<file path="src/rtl/mips_pkg.sv">
// ----------------------------------------------------------------------------
// mips_pkg
// Shared definitions for the MIPS datapath register-bank write-back path.
//   ANCHO_REG    : width of a register index
//   REG_CERO     : index of the hard-wired zero register
//   ANCHO_DATO   : default datapath width
//   entrada_wb_t : one pending write-back result (valid, destination, value)
//   es_reg_cero  : true when a register index names the zero register
// ----------------------------------------------------------------------------
package mips_pkg;

    localparam int ANCHO_REG  = 5;
    localparam int ANCHO_DATO = 32;

    localparam logic [ANCHO_REG-1:0] REG_CERO = 5'd0;

    typedef struct packed {
        logic                  valido;
        logic [ANCHO_REG-1:0]  rd;
        logic [ANCHO_DATO-1:0] dato;
    } entrada_wb_t;

    function automatic logic es_reg_cero(input logic [ANCHO_REG-1:0] r);
        return r == REG_CERO;
    endfunction

endpackage

</file>
<file path="src/rtl/escritura_registros_if.sv">
// ----------------------------------------------------------------------------
// escritura_registros_if
// Bundles the signals between the write-back stage and its neighbours:
//   producer handshake : ent_valido / ent_listo / ent_rd / ent_dato
//   bank write port    : banco_ocupado / we / waddr / wdata
//   decode hazard query: cons_rs / cons_rt -> riesgo_rs / riesgo_rt
//   occupancy          : cuenta
// master : the surrounding datapath (producer, bank, decode)
// slave  : the write-back stage itself
// ----------------------------------------------------------------------------
interface escritura_registros_if
    import mips_pkg::*;
#(
    parameter int PROFUNDIDAD = 4,
    parameter int ANCHO       = 32
);
    localparam int ANCHO_CUENTA = $clog2(PROFUNDIDAD) + 1;

    logic                    ent_valido;
    logic                    ent_listo;
    logic [ANCHO_REG-1:0]    ent_rd;
    logic [ANCHO-1:0]        ent_dato;

    logic                    banco_ocupado;
    logic                    we;
    logic [ANCHO_REG-1:0]    waddr;
    logic [ANCHO-1:0]        wdata;

    logic [ANCHO_REG-1:0]    cons_rs;
    logic [ANCHO_REG-1:0]    cons_rt;
    logic                    riesgo_rs;
    logic                    riesgo_rt;

    logic [ANCHO_CUENTA-1:0] cuenta;

    modport master (
        output ent_valido, ent_rd, ent_dato, banco_ocupado, cons_rs, cons_rt,
        input  ent_listo, we, waddr, wdata, riesgo_rs, riesgo_rt, cuenta
    );

    modport slave (
        input  ent_valido, ent_rd, ent_dato, banco_ocupado, cons_rs, cons_rt,
        output ent_listo, we, waddr, wdata, riesgo_rs, riesgo_rt, cuenta
    );

endinterface

</file>
<file path="src/rtl/fifo_wb.sv">
// ----------------------------------------------------------------------------
// fifo_wb
// In-order queue of pending register writes. Array storage with read/write
// pointers that wrap modulo PROFUNDIDAD and an explicit occupancy count.
// Every slot's valid bit and destination are exported so the hazard
// comparators can see all pending writes at once.
//   clk, rst          : clock, synchronous active-high reset
//   push/push_rd/dato : enqueue one entry (caller guarantees !lleno)
//   pop               : dequeue the head (caller guarantees !vacio)
//   head_rd/head_dato : head entry contents
//   cuenta            : entries queued
//   lleno / vacio     : full / empty
//   valido / rds      : per-slot valid bit and destination register
// ----------------------------------------------------------------------------
module fifo_wb
    import mips_pkg::*;
#(
    parameter int PROFUNDIDAD = 4,
    parameter int ANCHO       = 32
) (
    input  logic                                   clk,
    input  logic                                   rst,
    input  logic                                   push,
    input  logic [ANCHO_REG-1:0]                   push_rd,
    input  logic [ANCHO-1:0]                       push_dato,
    input  logic                                   pop,
    output logic [ANCHO_REG-1:0]                   head_rd,
    output logic [ANCHO-1:0]                       head_dato,
    output logic [$clog2(PROFUNDIDAD):0]           cuenta,
    output logic                                   lleno,
    output logic                                   vacio,
    output logic [PROFUNDIDAD-1:0]                 valido,
    output logic [PROFUNDIDAD-1:0][ANCHO_REG-1:0]  rds
);

    localparam int ANCHO_PTR    = $clog2(PROFUNDIDAD);
    localparam int ANCHO_CUENTA = ANCHO_PTR + 1;

    // Payload only; the valid bit lives in its own vector so it can be
    // reset without dragging the whole data array into the reset tree.
    typedef struct packed {
        logic [ANCHO_REG-1:0] rd;
        logic [ANCHO-1:0]     dato;
    } carga_t;

    carga_t                  mem_q [PROFUNDIDAD];

    logic [ANCHO_PTR-1:0]    rd_ptr_q, rd_ptr_d;
    logic [ANCHO_PTR-1:0]    wr_ptr_q, wr_ptr_d;
    logic [ANCHO_CUENTA-1:0] cuenta_q, cuenta_d;
    logic [PROFUNDIDAD-1:0]  valido_q, valido_d;

    // NOTE: every signal gets a default at the top of the always_comb so no
    // path leaves it unassigned; that is what keeps latches out.
    always_comb begin
        rd_ptr_d = rd_ptr_q;
        wr_ptr_d = wr_ptr_q;
        cuenta_d = cuenta_q;
        valido_d = valido_q;

        // Pop clears before push sets. The same slot can only be hit by both
        // when the queue is full or empty, and the caller forbids those cases.
        if (pop) begin
            valido_d[rd_ptr_q] = 1'b0;
            rd_ptr_d           = rd_ptr_q + 1'b1;
        end
        if (push) begin
            valido_d[wr_ptr_q] = 1'b1;
            wr_ptr_d           = wr_ptr_q + 1'b1;
        end

        unique case ({push, pop})
            2'b10:   cuenta_d = cuenta_q + 1'b1;
            2'b01:   cuenta_d = cuenta_q - 1'b1;
            default: cuenta_d = cuenta_q;
        endcase
    end

    // NOTE: state flops use non-blocking assignments so every flop samples
    // the pre-edge values regardless of block ordering.
    always_ff @(posedge clk) begin
        if (rst) begin
            rd_ptr_q <= '0;
            wr_ptr_q <= '0;
            cuenta_q <= '0;
            valido_q <= '0;
        end else begin
            rd_ptr_q <= rd_ptr_d;
            wr_ptr_q <= wr_ptr_d;
            cuenta_q <= cuenta_d;
            valido_q <= valido_d;
        end
    end

    // NOTE: the storage array is deliberately not reset; the valid bits and
    // the count decide what is meaningful, so stale payload is harmless.
    always_ff @(posedge clk) begin
        if (push) begin
            mem_q[wr_ptr_q] <= '{rd: push_rd, dato: push_dato};
        end
    end

    assign head_rd   = mem_q[rd_ptr_q].rd;
    assign head_dato = mem_q[rd_ptr_q].dato;
    assign cuenta    = cuenta_q;
    assign lleno     = (cuenta_q == ANCHO_CUENTA'(PROFUNDIDAD));
    assign vacio     = (cuenta_q == '0);
    assign valido    = valido_q;

    always_comb begin
        for (int i = 0; i < PROFUNDIDAD; i++) begin
            rds[i] = mem_q[i].rd;
        end
    end

endmodule

</file>
<file path="src/rtl/escritura_registros.sv">
// ----------------------------------------------------------------------------
// escritura_registros
// Write-back stage: accepts results over a valid/ready handshake, queues them
// in order, drains one per cycle into the register-bank write port and flags
// read-after-write hazards for the decode stage's source registers.
//   clk  : single clock, rising edge
//   rst  : synchronous, active-high reset
//   bus  : escritura_registros_if.slave
//          producer handshake in, registered bank write port out,
//          combinational hazard flags out, occupancy out
// Writes to register 0 complete the handshake but are dropped on the spot.
// ----------------------------------------------------------------------------
module escritura_registros
    import mips_pkg::*;
#(
    parameter int PROFUNDIDAD = 4,
    parameter int ANCHO       = 32
) (
    input  logic                  clk,
    input  logic                  rst,
    escritura_registros_if.slave  bus
);

    logic                                  push;
    logic                                  pop;
    logic [ANCHO_REG-1:0]                  head_rd;
    logic [ANCHO-1:0]                      head_dato;
    logic [$clog2(PROFUNDIDAD):0]          cuenta;
    logic                                  lleno;
    logic                                  vacio;
    logic [PROFUNDIDAD-1:0]                valido;
    logic [PROFUNDIDAD-1:0][ANCHO_REG-1:0] rds;

    logic                                  we_q, we_d;
    logic [ANCHO_REG-1:0]                  waddr_q, waddr_d;
    logic [ANCHO-1:0]                      wdata_q, wdata_d;

    logic                                  riesgo_rs_c;
    logic                                  riesgo_rt_c;

    // Ready depends only on occupancy: a full queue refuses even if the head
    // leaves in the same cycle, which keeps ent_listo off the bank path.
    assign bus.ent_listo = !lleno;

    // Register 0 never reaches the queue, so it can never be written or
    // raise a hazard.
    assign push = bus.ent_valido && bus.ent_listo && !es_reg_cero(bus.ent_rd);
    assign pop  = !vacio && !bus.banco_ocupado;

    fifo_wb #(
        .PROFUNDIDAD (PROFUNDIDAD),
        .ANCHO       (ANCHO)
    ) u_fifo (
        .clk       (clk),
        .rst       (rst),
        .push      (push),
        .push_rd   (bus.ent_rd),
        .push_dato (bus.ent_dato),
        .pop       (pop),
        .head_rd   (head_rd),
        .head_dato (head_dato),
        .cuenta    (cuenta),
        .lleno     (lleno),
        .vacio     (vacio),
        .valido    (valido),
        .rds       (rds)
    );

    // Registered bank write port: address/data hold when nothing pops.
    always_comb begin
        we_d    = pop;
        waddr_d = waddr_q;
        wdata_d = wdata_q;
        if (pop) begin
            waddr_d = head_rd;
            wdata_d = head_dato;
        end
    end

    always_ff @(posedge clk) begin
        if (rst) begin
            we_q    <= 1'b0;
            waddr_q <= '0;
            wdata_q <= '0;
        end else begin
            we_q    <= we_d;
            waddr_q <= waddr_d;
            wdata_q <= wdata_d;
        end
    end

    // A write stays pending until the bank has actually taken it, so the
    // registered port is checked alongside the queued entries. The incoming
    // result on the handshake is intentionally left out.
    always_comb begin
        logic coincide_rs;
        logic coincide_rt;
        coincide_rs = we_q && (waddr_q == bus.cons_rs);
        coincide_rt = we_q && (waddr_q == bus.cons_rt);
        for (int i = 0; i < PROFUNDIDAD; i++) begin
            if (valido[i] && (rds[i] == bus.cons_rs)) coincide_rs = 1'b1;
            if (valido[i] && (rds[i] == bus.cons_rt)) coincide_rt = 1'b1;
        end
        riesgo_rs_c = coincide_rs && !es_reg_cero(bus.cons_rs);
        riesgo_rt_c = coincide_rt && !es_reg_cero(bus.cons_rt);
    end

    assign bus.we        = we_q;
    assign bus.waddr     = waddr_q;
    assign bus.wdata     = wdata_q;
    assign bus.riesgo_rs = riesgo_rs_c;
    assign bus.riesgo_rt = riesgo_rt_c;
    assign bus.cuenta    = cuenta;

endmodule

</file>
<file path="src/flat_wrapper.sv">
// flat-port wrapper written by rule: the top's interface ports become plain ports
module escritura_registros_flat import mips_pkg::*;
#(
    parameter int PROFUNDIDAD = 4,
    parameter int ANCHO       = 32
)
  (clk, rst, bus_ent_valido, bus_ent_rd, bus_ent_dato, bus_banco_ocupado, bus_cons_rs, bus_cons_rt, bus_ent_listo, bus_we, bus_waddr, bus_wdata, bus_riesgo_rs, bus_riesgo_rt, bus_cuenta);
  escritura_registros_if #(.PROFUNDIDAD(PROFUNDIDAD), .ANCHO(ANCHO)) bus_i ();
  input  logic clk;
  input  logic rst;
  input wire logic [$bits(bus_i.ent_valido)-1:0] bus_ent_valido;
  input wire logic [$bits(bus_i.ent_rd)-1:0] bus_ent_rd;
  input wire logic [$bits(bus_i.ent_dato)-1:0] bus_ent_dato;
  input wire logic [$bits(bus_i.banco_ocupado)-1:0] bus_banco_ocupado;
  input wire logic [$bits(bus_i.cons_rs)-1:0] bus_cons_rs;
  input wire logic [$bits(bus_i.cons_rt)-1:0] bus_cons_rt;
  output wire logic [$bits(bus_i.ent_listo)-1:0] bus_ent_listo;
  output wire logic [$bits(bus_i.we)-1:0] bus_we;
  output wire logic [$bits(bus_i.waddr)-1:0] bus_waddr;
  output wire logic [$bits(bus_i.wdata)-1:0] bus_wdata;
  output wire logic [$bits(bus_i.riesgo_rs)-1:0] bus_riesgo_rs;
  output wire logic [$bits(bus_i.riesgo_rt)-1:0] bus_riesgo_rt;
  output wire logic [$bits(bus_i.cuenta)-1:0] bus_cuenta;
  assign bus_i.ent_valido = bus_ent_valido;
  assign bus_i.ent_rd = bus_ent_rd;
  assign bus_i.ent_dato = bus_ent_dato;
  assign bus_i.banco_ocupado = bus_banco_ocupado;
  assign bus_i.cons_rs = bus_cons_rs;
  assign bus_i.cons_rt = bus_cons_rt;
  assign bus_ent_listo = bus_i.ent_listo;
  assign bus_we = bus_i.we;
  assign bus_waddr = bus_i.waddr;
  assign bus_wdata = bus_i.wdata;
  assign bus_riesgo_rs = bus_i.riesgo_rs;
  assign bus_riesgo_rt = bus_i.riesgo_rt;
  assign bus_cuenta = bus_i.cuenta;
  escritura_registros #(.PROFUNDIDAD(PROFUNDIDAD), .ANCHO(ANCHO)) u_core (.clk(clk), .rst(rst), .bus(bus_i));
endmodule
</file>
<file path="config.mk">
export PLATFORM = sky130hd
export DESIGN_NAME = escritura_registros_flat
export DESIGN_NICKNAME = d
export VERILOG_FILES = /design/src/rtl/mips_pkg.sv /design/src/rtl/escritura_registros_if.sv /design/src/rtl/fifo_wb.sv /design/src/rtl/escritura_registros.sv /design/src/flat_wrapper.sv
export SDC_FILE = /design/constraint.sdc
export NUM_CORES = 1
export LEC_CHECK = 0
export CORE_MARGIN = 8
export CORE_UTILIZATION = 60
export CTS_BUF_LIST = sky130_fd_sc_hd__clkbuf_16
export CTS_CLUSTER_SIZE = 16
export DETAILED_ROUTE_END_ITERATION = 6
export GPL_TIMING_DRIVEN = 0
export PLACE_DENSITY = 0.85
export RECOVER_POWER = 25
export SYNTH_ARGS = -nofsm -noshare
export SYNTH_HDL_FRONTEND = slang
export SYNTH_SLANG_ARGS = --single-unit
</file>
<file path="constraint.sdc">
create_clock -name clk -period 6.2 [get_ports clk]
set_clock_uncertainty 0.1 [all_clocks]
set_input_delay 0.62 -clock clk [delete_from_list [all_inputs] [get_ports clk]]
set_output_delay 0.62 -clock clk [all_outputs]
set_load 0.05 [all_outputs]
</file>
==> Implementation_results.wiki, run 1 <==
{| class="wikitable"
! Metric !! Value
|-
| Outcome || finished clean
|-
| Min-delay worst type || reg -> reg
|-
| Worst voltage drop across the vdd grid || between 300 and 400 uV
|-
| Period minus WS final || 3.487 ns
|-
| Die footprint || around 17000 um2
|-
| FF-to-FF End || u_core.u_fifo.cuenta[2]
|-
| Data arrival, critical path || 2.77 ns
|-
| Synth Warn # || 0
|-
| Proportion of power drawn by the clock network || ~28%
|-
| Average wire per standard cell || around 22 um
|-
| Least-Margin Pin Slew || ~1.1 ns
|-
| Root cell of the clock tree || sky130_fd_sc_hd__clkbuf_16
|-
| Startpoint of the most critical setup path || u_core.u_fifo.mem_q[3][36]
|-
| Flop pwr share || approximately two fifths
|-
| Synth Net Count || between 500 and 600
|-
| Worst-case headroom to the max-slew limit || 26.47%
|-
| Fin. max-slew vios || 0
|-
| F_max || around 290 MHz
|-
| Final number of hold-violating endpoints || 0
|-
| P_int || roughly 2.8 mW
|-
| Worst setup path end || bus_riesgo_rs
|-
| MaxCap Viol Count || 0
|-
| Combinational group share of total power || a little under a third
|-
| Switching component of the power || between 1 and 1.5 mW
|-
| Final critical-path share of the clock period || 56.24%
|-
| Setup repair after global routing missed its margin || false
|-
| Residual antenna-violating net count after detailed routing || 0
|-
| Post-synthesis instance area || a little under 8000 um2
|-
| Clock latency on the worst-skew pair || about 0.44 ns
|-
| Final-stage net count || about 680
|-
| Fill cell count || between 800 and 900
|-
| Reported leakage power || 3.201 nW
|-
| CTS clk-pin slew, worst paths || around 0.07 ns
|-
| Flops & latches, synth || slightly below 200
|-
| Gate Count Post-Synth || just over 500
|-
| CTS HTree Levels || 4
|-
| Register-to-register path setup slack || about 3.4 ns
|-
| Number of placement rows || 42
|-
| Syn Area/Cell || approximately 15 um2
|-
| Critical path fanouts, max || 3
|-
| Global route overflow || 0
|-
| Clock sink count || 197
|-
| Post-route DRC || 0
|-
| CTS tree || done
|-
| Via count of the first global-routing pass || between 5000 and 6000
|-
| Placed wire-length estimate after detailed placement || between 10000 and 15000 um
|-
| Number of setup violations in the final report || 0
|-
| Cell count after placement || around 770
|-
| Global placement routability congestion || roughly 0.84
|-
| Die W || about 130 um
|-
| Global-route wire length before repair || 27570 um
|-
| Vias per inst || a little under 6
|-
| Core area || between 10000 and 15000 um2
|-
| Number of antenna violations at the first check in global routing || 0
|-
| Pin count of the biggest net entering global routing || 38
|-
| Class of the most critical setup path || reg -> out
|-
| Die Y-Extent || between 100 and 150 um
|-
| CTS Buf Count || 17
|-
| Number of DRC violations after detailed-routing iteration 0 || roughly 370
|-
| Tot GR Track Use || approximately 22%
|-
| Post-CTS Setup Repair Bufs || 0
|-
| Cts-stage hold buffer count || 0
|-
| Initial Util || approximately 61%
|-
| FF-to-FF Start || u_core.u_fifo.cuenta[0]
|-
| Total vias in the final route || 4747
|-
| Crit path launch type || flop
|-
| Power per cell area || about 430 nW/um2
|-
| Total negative slack for setup checks || 0 ns
|-
| Worst-case clock buffer depth || 2
|-
| Final wirelength || approximately 18000 um
|-
| Sequential cell area fraction in the yosys report || between 60% and 70%
|-
| Number of top-level design ports || 95
|-
| Switching share of total power || 33.02%
|-
| Number of I/O port buffers || 83
|-
| Post-CTS Resized || 0
|-
| Number of cells traversed by the worst register-to-register path || 11
|-
| Synthesis-to-finish area growth || 21.19%
|-
| Fraction of final layout cells with drive strength greater than 1 || between 10% and 20%
|-
| Crit path capture type || output port
|-
| CP Data Required Time || between 5 and 6 ns
|-
| Layout Cells excl Fill || slightly above 800
|-
| Length of the first detailed-routing pass in iterations || 4
|-
| Yosys cell types || 29
|}
## cells in the mapped netlist
library cell	count	area [um2]
sky130_fd_sc_hd__or2_2	1	6.260
sky130_fd_sc_hd__xor2_1	42	367.9
sky130_fd_sc_hd__ha_1	9	112.6
sky130_fd_sc_hd__buf_1	2	7.510
sky130_fd_sc_hd__nor2_1	11	41.29
sky130_fd_sc_hd__mux4_2	37	833.3
sky130_fd_sc_hd__nand3_1	13	65.06
sky130_fd_sc_hd__dfxtp_1	49	980.9
sky130_fd_sc_hd__xnor2_1	12	105.1
sky130_fd_sc_hd__or4_1	3	22.52
sky130_fd_sc_hd__nor4_1	10	62.56
sky130_fd_sc_hd__a21oi_1	40	200.2
sky130_fd_sc_hd__buf_4	4	30.03
sky130_fd_sc_hd__clkbuf_1	18	67.56
sky130_fd_sc_hd__mux2i_1	1	10.01
sky130_fd_sc_hd__fa_1	1	20.02
sky130_fd_sc_hd__o211a_1	1	10.01
sky130_fd_sc_hd__o21ai_0	1	5.000
sky130_fd_sc_hd__inv_2	1	3.750
sky130_fd_sc_hd__edfxtp_1	148	4444
sky130_fd_sc_hd__nand2_1	82	307.8
sky130_fd_sc_hd__and2_2	4	30.03
sky130_fd_sc_hd__buf_2	8	40.04
sky130_fd_sc_hd__buf_6	1	11.26
sky130_fd_sc_hd__inv_1	8	30.03
sky130_fd_sc_hd__nor3_1	1	5.000
sky130_fd_sc_hd__a22oi_2	4	50.05
sky130_fd_sc_hd__o22a_1	2	17.52
sky130_fd_sc_hd__or3_1	1	6.260
## worst max-delay path, cell delays in order, from the launching register on
cell                              delay, ns
sky130_fd_sc_hd__edfxtp_1              0.48
sky130_fd_sc_hd__xor2_1                0.20
sky130_fd_sc_hd__nor4_1                0.45
sky130_fd_sc_hd__nand3_1               0.12
sky130_fd_sc_hd__nand3_1               0.12
sky130_fd_sc_hd__o22a_1                0.15
sky130_fd_sc_hd__clkdlybuf4s50_1       0.80
## how the worst min path moves through the flow
stage                             from                      end  slack [ns]  depth (start not counted)
2_1_floorplan  u_core.u_fifo.valido[0]  u_core.u_fifo.valido[0]        0.39                          2
3_3_place_gp       u_core.bus.wdata[5]      u_core.bus.wdata[5]        0.34                          2
3_5_place_dp       u_core.bus.wdata[5]      u_core.bus.wdata[5]        0.35                          2
4_1_cts            u_core.bus.wdata[5]      u_core.bus.wdata[5]        0.36                          2
5_1_grt            u_core.bus.wdata[5]      u_core.bus.wdata[5]        0.37                          2
6_report           u_core.bus.wdata[5]      u_core.bus.wdata[5]        0.35                          2
## layer usage
layer	vias up	track usage (%)	routed length [um]
li1	2114	-	-
met1	2401	25.11	6720
met2	186	38.62	9349
met3	46	4.505	1099
met4	0	12.49	575
met5	-	0	0
## sequential cells by signal, summed over array words and instances (netlist names)
| register | cells |
|---|---|
| u_core.bus.waddr | 5 |
| u_core.bus.wdata | 32 |
| u_core.bus.we | 1 |
| u_core.u_fifo.cuenta | 3 |
| u_core.u_fifo.mem_q | 148 |
| u_core.u_fifo.rd_ptr_q | 2 |
| u_core.u_fifo.valido | 4 |
| u_core.u_fifo.wr_ptr_q | 2 |
## power groups by stage
stage	Combinational, mW	Sequential (mW)	Clock [mW]
after floorplan	0.611	1.98	0
after global placement	1.21	1.73	0
after detailed placement	1.24	1.75	0
after CTS	1.26	1.72	1.16
after global routing	1.33	1.74	1.21
final	1.24	1.72	1.15
## cell type report
class,count,area (um2),share of cell area (%)
sequential,197,5425,56.71
tap,176,220.2,2.302
buffer,33,156.4,1.635
antenna,1,2.502,0.02616
timing repair buffer,83,830.8,8.684
clock buffer,18,450.4,4.708
inverter,9,33.78,0.3531
clock inverter,14,168.9,1.766
multi-input combinational,276,2278,23.82
## cell families after synthesis
family / synth area share [%]
compound gates: 3.582
xor+xnor: 5.991
fa+ha+maj: 1.680
buf+inv: 2.409
flops: 68.73
mux: 10.68
simple gates: 6.927
## through the flow
stage               utilization (%)  worst slack [ns]  hold slack [ns]  total power, mW  cell area [um2]
finish                        73.41             2.713           0.3523            4.114             9567
global route                  73.39             2.597           0.3732            4.272             9564
CTS                           73.39             2.709           0.3556            4.136             9564
detailed placement            68.63             2.590           0.3462            2.988             8945
global placement              68.63             2.689           0.3420            2.944             8945
floorplan                         -             3.180           0.3888            2.588             7894
## cells in the final DEF (no fill, tap or decap), types with 2 or more instances in the layout
cell type / Yosys / final
sky130_fd_sc_hd__edfxtp_1: 148 / 148
sky130_fd_sc_hd__nand2_1: 82 / 82
sky130_fd_sc_hd__clkdlybuf4s50_1: 0 / 58
sky130_fd_sc_hd__dfxtp_1: 49 / 49
sky130_fd_sc_hd__xor2_1: 42 / 42
sky130_fd_sc_hd__a21oi_1: 40 / 40
sky130_fd_sc_hd__mux4_2: 37 / 37
sky130_fd_sc_hd__dlygate4sd3_1: 0 / 25
sky130_fd_sc_hd__clkbuf_1: 18 / 18
sky130_fd_sc_hd__clkbuf_16: 0 / 18
sky130_fd_sc_hd__nand3_1: 13 / 13
sky130_fd_sc_hd__xnor2_1: 12 / 12
sky130_fd_sc_hd__nor2_1: 11 / 11
sky130_fd_sc_hd__nor4_1: 10 / 10
sky130_fd_sc_hd__inv_1: 8 / 9
sky130_fd_sc_hd__ha_1: 9 / 9
sky130_fd_sc_hd__buf_2: 8 / 8
sky130_fd_sc_hd__buf_4: 4 / 4
sky130_fd_sc_hd__and2_2: 4 / 4
sky130_fd_sc_hd__a22oi_2: 4 / 4
sky130_fd_sc_hd__or4_1: 3 / 3
sky130_fd_sc_hd__inv_6: 0 / 3
sky130_fd_sc_hd__bufinv_16: 0 / 3
sky130_fd_sc_hd__buf_1: 2 / 2
sky130_fd_sc_hd__o22a_1: 2 / 2
sky130_fd_sc_hd__inv_4: 0 / 2
Note: power is estimated with default switching activity, not from simulation.
==> inputs of run 2 (changes only) <==
--- a/config.mk
+++ b/config.mk
@@ -6,12 +6,12 @@
 export NUM_CORES = 1
 export LEC_CHECK = 0
 export CORE_MARGIN = 8
-export CORE_UTILIZATION = 60
+export CORE_UTILIZATION = 55
 export CTS_BUF_LIST = sky130_fd_sc_hd__clkbuf_16
 export CTS_CLUSTER_SIZE = 16
 export DETAILED_ROUTE_END_ITERATION = 6
 export GPL_TIMING_DRIVEN = 0
-export PLACE_DENSITY = 0.85
+export PLACE_DENSITY = 0.79
 export RECOVER_POWER = 25
 export SYNTH_ARGS = -nofsm -noshare
 export SYNTH_HDL_FRONTEND = slang
==> constraint.sdc (replaced) <==
create_clock -name clk -period 3.32 [get_ports clk]
set_clock_uncertainty 0.1 [all_clocks]
set_input_delay 0.332 -clock clk [delete_from_list [all_inputs] [get_ports clk]]
set_output_delay 0.332 -clock clk [all_outputs]
set_load 0.05 [all_outputs]
==> Implementation_results.wiki, run 2 (same netlist as run 1, synthesis figures left out) <==
{| class="wikitable"
! Metric !! Value
|-
| Outcome || finished clean
|-
| Via count of the first global-routing pass || 4823 (-6.4%)
|-
| Clock latency on the worst-skew pair || 0.43 ns (about the same)
|-
| Least-Margin Pin Slew || 1.090 ns (-0.01319 ns)
|-
| Final critical-path share of the clock period || 91.30%
|-
| CTS Buf Count || 17 (unchanged)
|-
| Cts-stage hold buffer count || 0 (unchanged)
|-
| Overall Power || 7.611 mW (+85%)
|-
| Crit path launch type || flop
|-
| CTS HTree Levels || 4 (unchanged)
|-
| Initial Util || 56.65% (-3.9 points)
|-
| Final hold slack || 0.2143 ns (-0.1380 ns)
|-
| Post-CTS Resized || 0 (unchanged)
|-
| CTS tree || done
|-
| Fraction of final layout cells with drive strength greater than 1 || 14.13% (-0.16 points)
|-
| Worst hold path stage count || 2 (unchanged)
|-
| Register-to-register path setup slack || 0.52 ns (-2.83 ns)
|-
| Slowest cell on the critical path || sky130_fd_sc_hd__clkdlybuf4s50_1
|-
| Period minus WS final || approximately 3.0 ns
|-
| Crit path capture type || output port
|-
| Tot GR Track Use || 18.56% (-3.6 points)
|-
| Number of DRC violations after detailed-routing iteration 0 || 360 (-3.7%)
|-
| CTS clk-pin slew, worst paths || 0.07 ns (about the same)
|-
| Worst-case clock buffer depth || 2 (unchanged)
|-
| Total negative slack for setup checks || 0 ns (unchanged)
|-
| Root cell of the clock tree || sky130_fd_sc_hd__clkbuf_16
|-
| Final wirelength || 16450 um (-7.3%)
|-
| Clock sink count || 197 (unchanged)
|-
| Power per cell area || 795.8 nW/um2 (+85%)
|-
| MaxCap Viol Count || 0 (unchanged)
|-
| Reported leakage power || 3.188 nW (-0.39%)
|-
| Data arrival, critical path || 2.60 ns (-0.17 ns)
|-
| Total vias in the final route || 4545 (-4.3%)
|-
| Flip-flop count of the largest register after layout || 148 (unchanged)
|-
| Class of the most critical setup path || reg -> out
|-
| F_max || 329.9 MHz
|-
| Average wire per standard cell || 20.29 um (-7.7%)
|-
| Crit-path max cell delay || 0.80 ns (about the same)
|-
| Min-delay worst type || in -> reg
|-
| Library cell appearing most often on the critical path || sky130_fd_sc_hd__nand3_1
|-
| Placed wire-length estimate after detailed placement || 10670 um (-3.3%)
|-
| Length of the first detailed-routing pass in iterations || 5 (+1)
|-
| Busiest metal layer after global routing || met2
|-
| Die W || 135.8 um (+3.9%)
|-
| Core area || 13930 um2 (+6.9%)
|-
| Post-CTS Setup Repair Bufs || 0 (unchanged)
|-
| Final-stage net count || 678 (unchanged)
|-
| Met3 layer usage reported by global route || 4.970% (+0.47 points)
|-
| Number of cells traversed by the worst register-to-register path || 11 (unchanged)
|-
| Number of I/O port buffers || 83 (unchanged)
|-
| Non-Filler Cell Area, Final || 9564 um2 (about the same)
|-
| Residual antenna-violating net count after detailed routing || 0 (unchanged)
|-
| CP Data Required Time || 2.89 ns (-2.59 ns)
|-
| Setup repair after global routing missed its margin || false
|-
| Worst-case headroom to the max-slew limit || 27.35% (+0.88 points)
|-
| Number of antenna violations at the first check in global routing || 1 (+1)
|-
| Number of top-level design ports || 95 (unchanged)
|-
| Worst voltage drop across the vdd grid || 410.5 uV (+32%)
|-
| Fin. max-slew vios || 0 (unchanged)
|-
| Critical path fanouts, max || 3 (unchanged)
|-
| Synthesis-to-finish area growth || 21.16% (about the same)
|-
| Global-route met1 utilization || 22.76% (-2.3 points)
|-
| Die footprint || 18440 um2 (+8.0%)
|-
| Number of placement rows || 43 (+2.4%)
|-
| Crit-path cells || xor2_1 > nor4_1 > nand3_1 > nand3_1 > o22a_1 > clkdlybuf4s50_1
|-
| Highest-count cells in the layout ignoring fill and taps || sky130_fd_sc_hd__edfxtp_1 (148), sky130_fd_sc_hd__nand2_1 (82), sky130_fd_sc_hd__clkdlybuf4s50_1 (58), sky130_fd_sc_hd__dfxtp_1 (49), sky130_fd_sc_hd__xor2_1 (42)
|-
| Post-DP Area || 8950 um2 (about the same)
|-
| Largest register by flop count || u_core.u_fifo.mem_q
|-
| Pin count of the biggest net entering global routing || 38 (unchanged)
|-
| Post-route DRC || 0 (unchanged)
|-
| Met2 Track Usage GR || 30.50% (-8.1 points)
|-
| Number of setup violations in the final report || 0 (unchanged)
|-
| Vias per inst || 5.604 (-4.7%)
|-
| Die Y-Extent || 135.8 um (+3.9%)
|-
| Global-route wire length before repair || 25560 um (-7.3%)
|-
| Final number of hold-violating endpoints || 0 (unchanged)
|-
| Global placement routability congestion || 0.9750 (+16%)
|-
| Most frequent standard cell in the layout excluding fill and tap cells || sky130_fd_sc_hd__edfxtp_1
|-
| Global route overflow || 0 (unchanged)
|}
[run 2: changes by cell type in the layout (fill, tap and decap cells not counted), sizes merged]
cell,previous run,this run
inv,16,11
clkinv,3,6
clkinvlp,1,3
bufinv,3,4
clkbuf,36,35
[run 2: per-stage QoR]
step	util (%)	worst slack [ns]	instances
2_1_floorplan	-	0.2999	515
3_3_place_gp	64.23	0.08284	778
3_5_place_dp	64.23	-0.01557	778
4_1_cts	68.62	0.2914	810
5_1_grt	68.64	0.1825	811
6_report	68.64	0.2887	811
[run 2: path summary, 6_finish.rpt]
check / from / endpoint
worst min register to register: u_core.bus.wdata[6] / u_core.bus.wdata[6]
worst max register to register: u_core.u_fifo.cuenta[2] / u_core.u_fifo.cuenta[2]
worst min-delay path: rst / u_core.bus.wdata[12]
worst max-delay path: u_core.u_fifo.mem_q[3][36] / bus_riesgo_rs
[run 2: worst max-delay path, delay by kind of cell, from the launching register on]
family / cells / cell delay, ns
XOR/XNOR: 1 / 0.20
buffers and inverters: 1 / 0.80
AND/OR/NAND/NOR: 3 / 0.56
flip-flops: 1 / 0.46
AO/OA/AOI/OAI: 1 / 0.16
[run 2: power breakdown]
part	internal, mW	total (mW)	leakage (nW)	switching [mW]
sequential	3.02	3.20	1.76	0.188
clock	1.25	2.12	0.295	0.867
combinational	0.892	2.29	1.14	1.40
total	5.16	7.61	3.19	2.45
[run 2: layer usage]
layer / up-vias / wire length (um)
li1: 2100 / -
met3: 23 / 1052
met2: 150 / 8363
met5: - / 0
met1: 2272 / 6749
met4: 0 / 288
[run 2: area by class of cell]
type	count	area [um2]
antenna	1	2.502
buffer	33	156.4
inverter	9	33.78
sequential	197	5425
clock inverter	15	186.4
tap	180	225.2
timing repair buffer	83	830.8
multi-input combinational	276	2278
fill	932	4370
clock buffer	17	425.4
==> inputs of run 3 (changes only) <==
--- a/config.mk
+++ b/config.mk
@@ -13,6 +13,7 @@
 export GPL_TIMING_DRIVEN = 0
 export PLACE_DENSITY = 0.79
 export RECOVER_POWER = 25
+export SKIP_CTS_REPAIR_TIMING = 1
 export SYNTH_ARGS = -nofsm -noshare
 export SYNTH_HDL_FRONTEND = slang
 export SYNTH_SLANG_ARGS = --single-unit
==> results of run 3 <==
No change in the layout: final DEF, timing and power equal those of run 2.
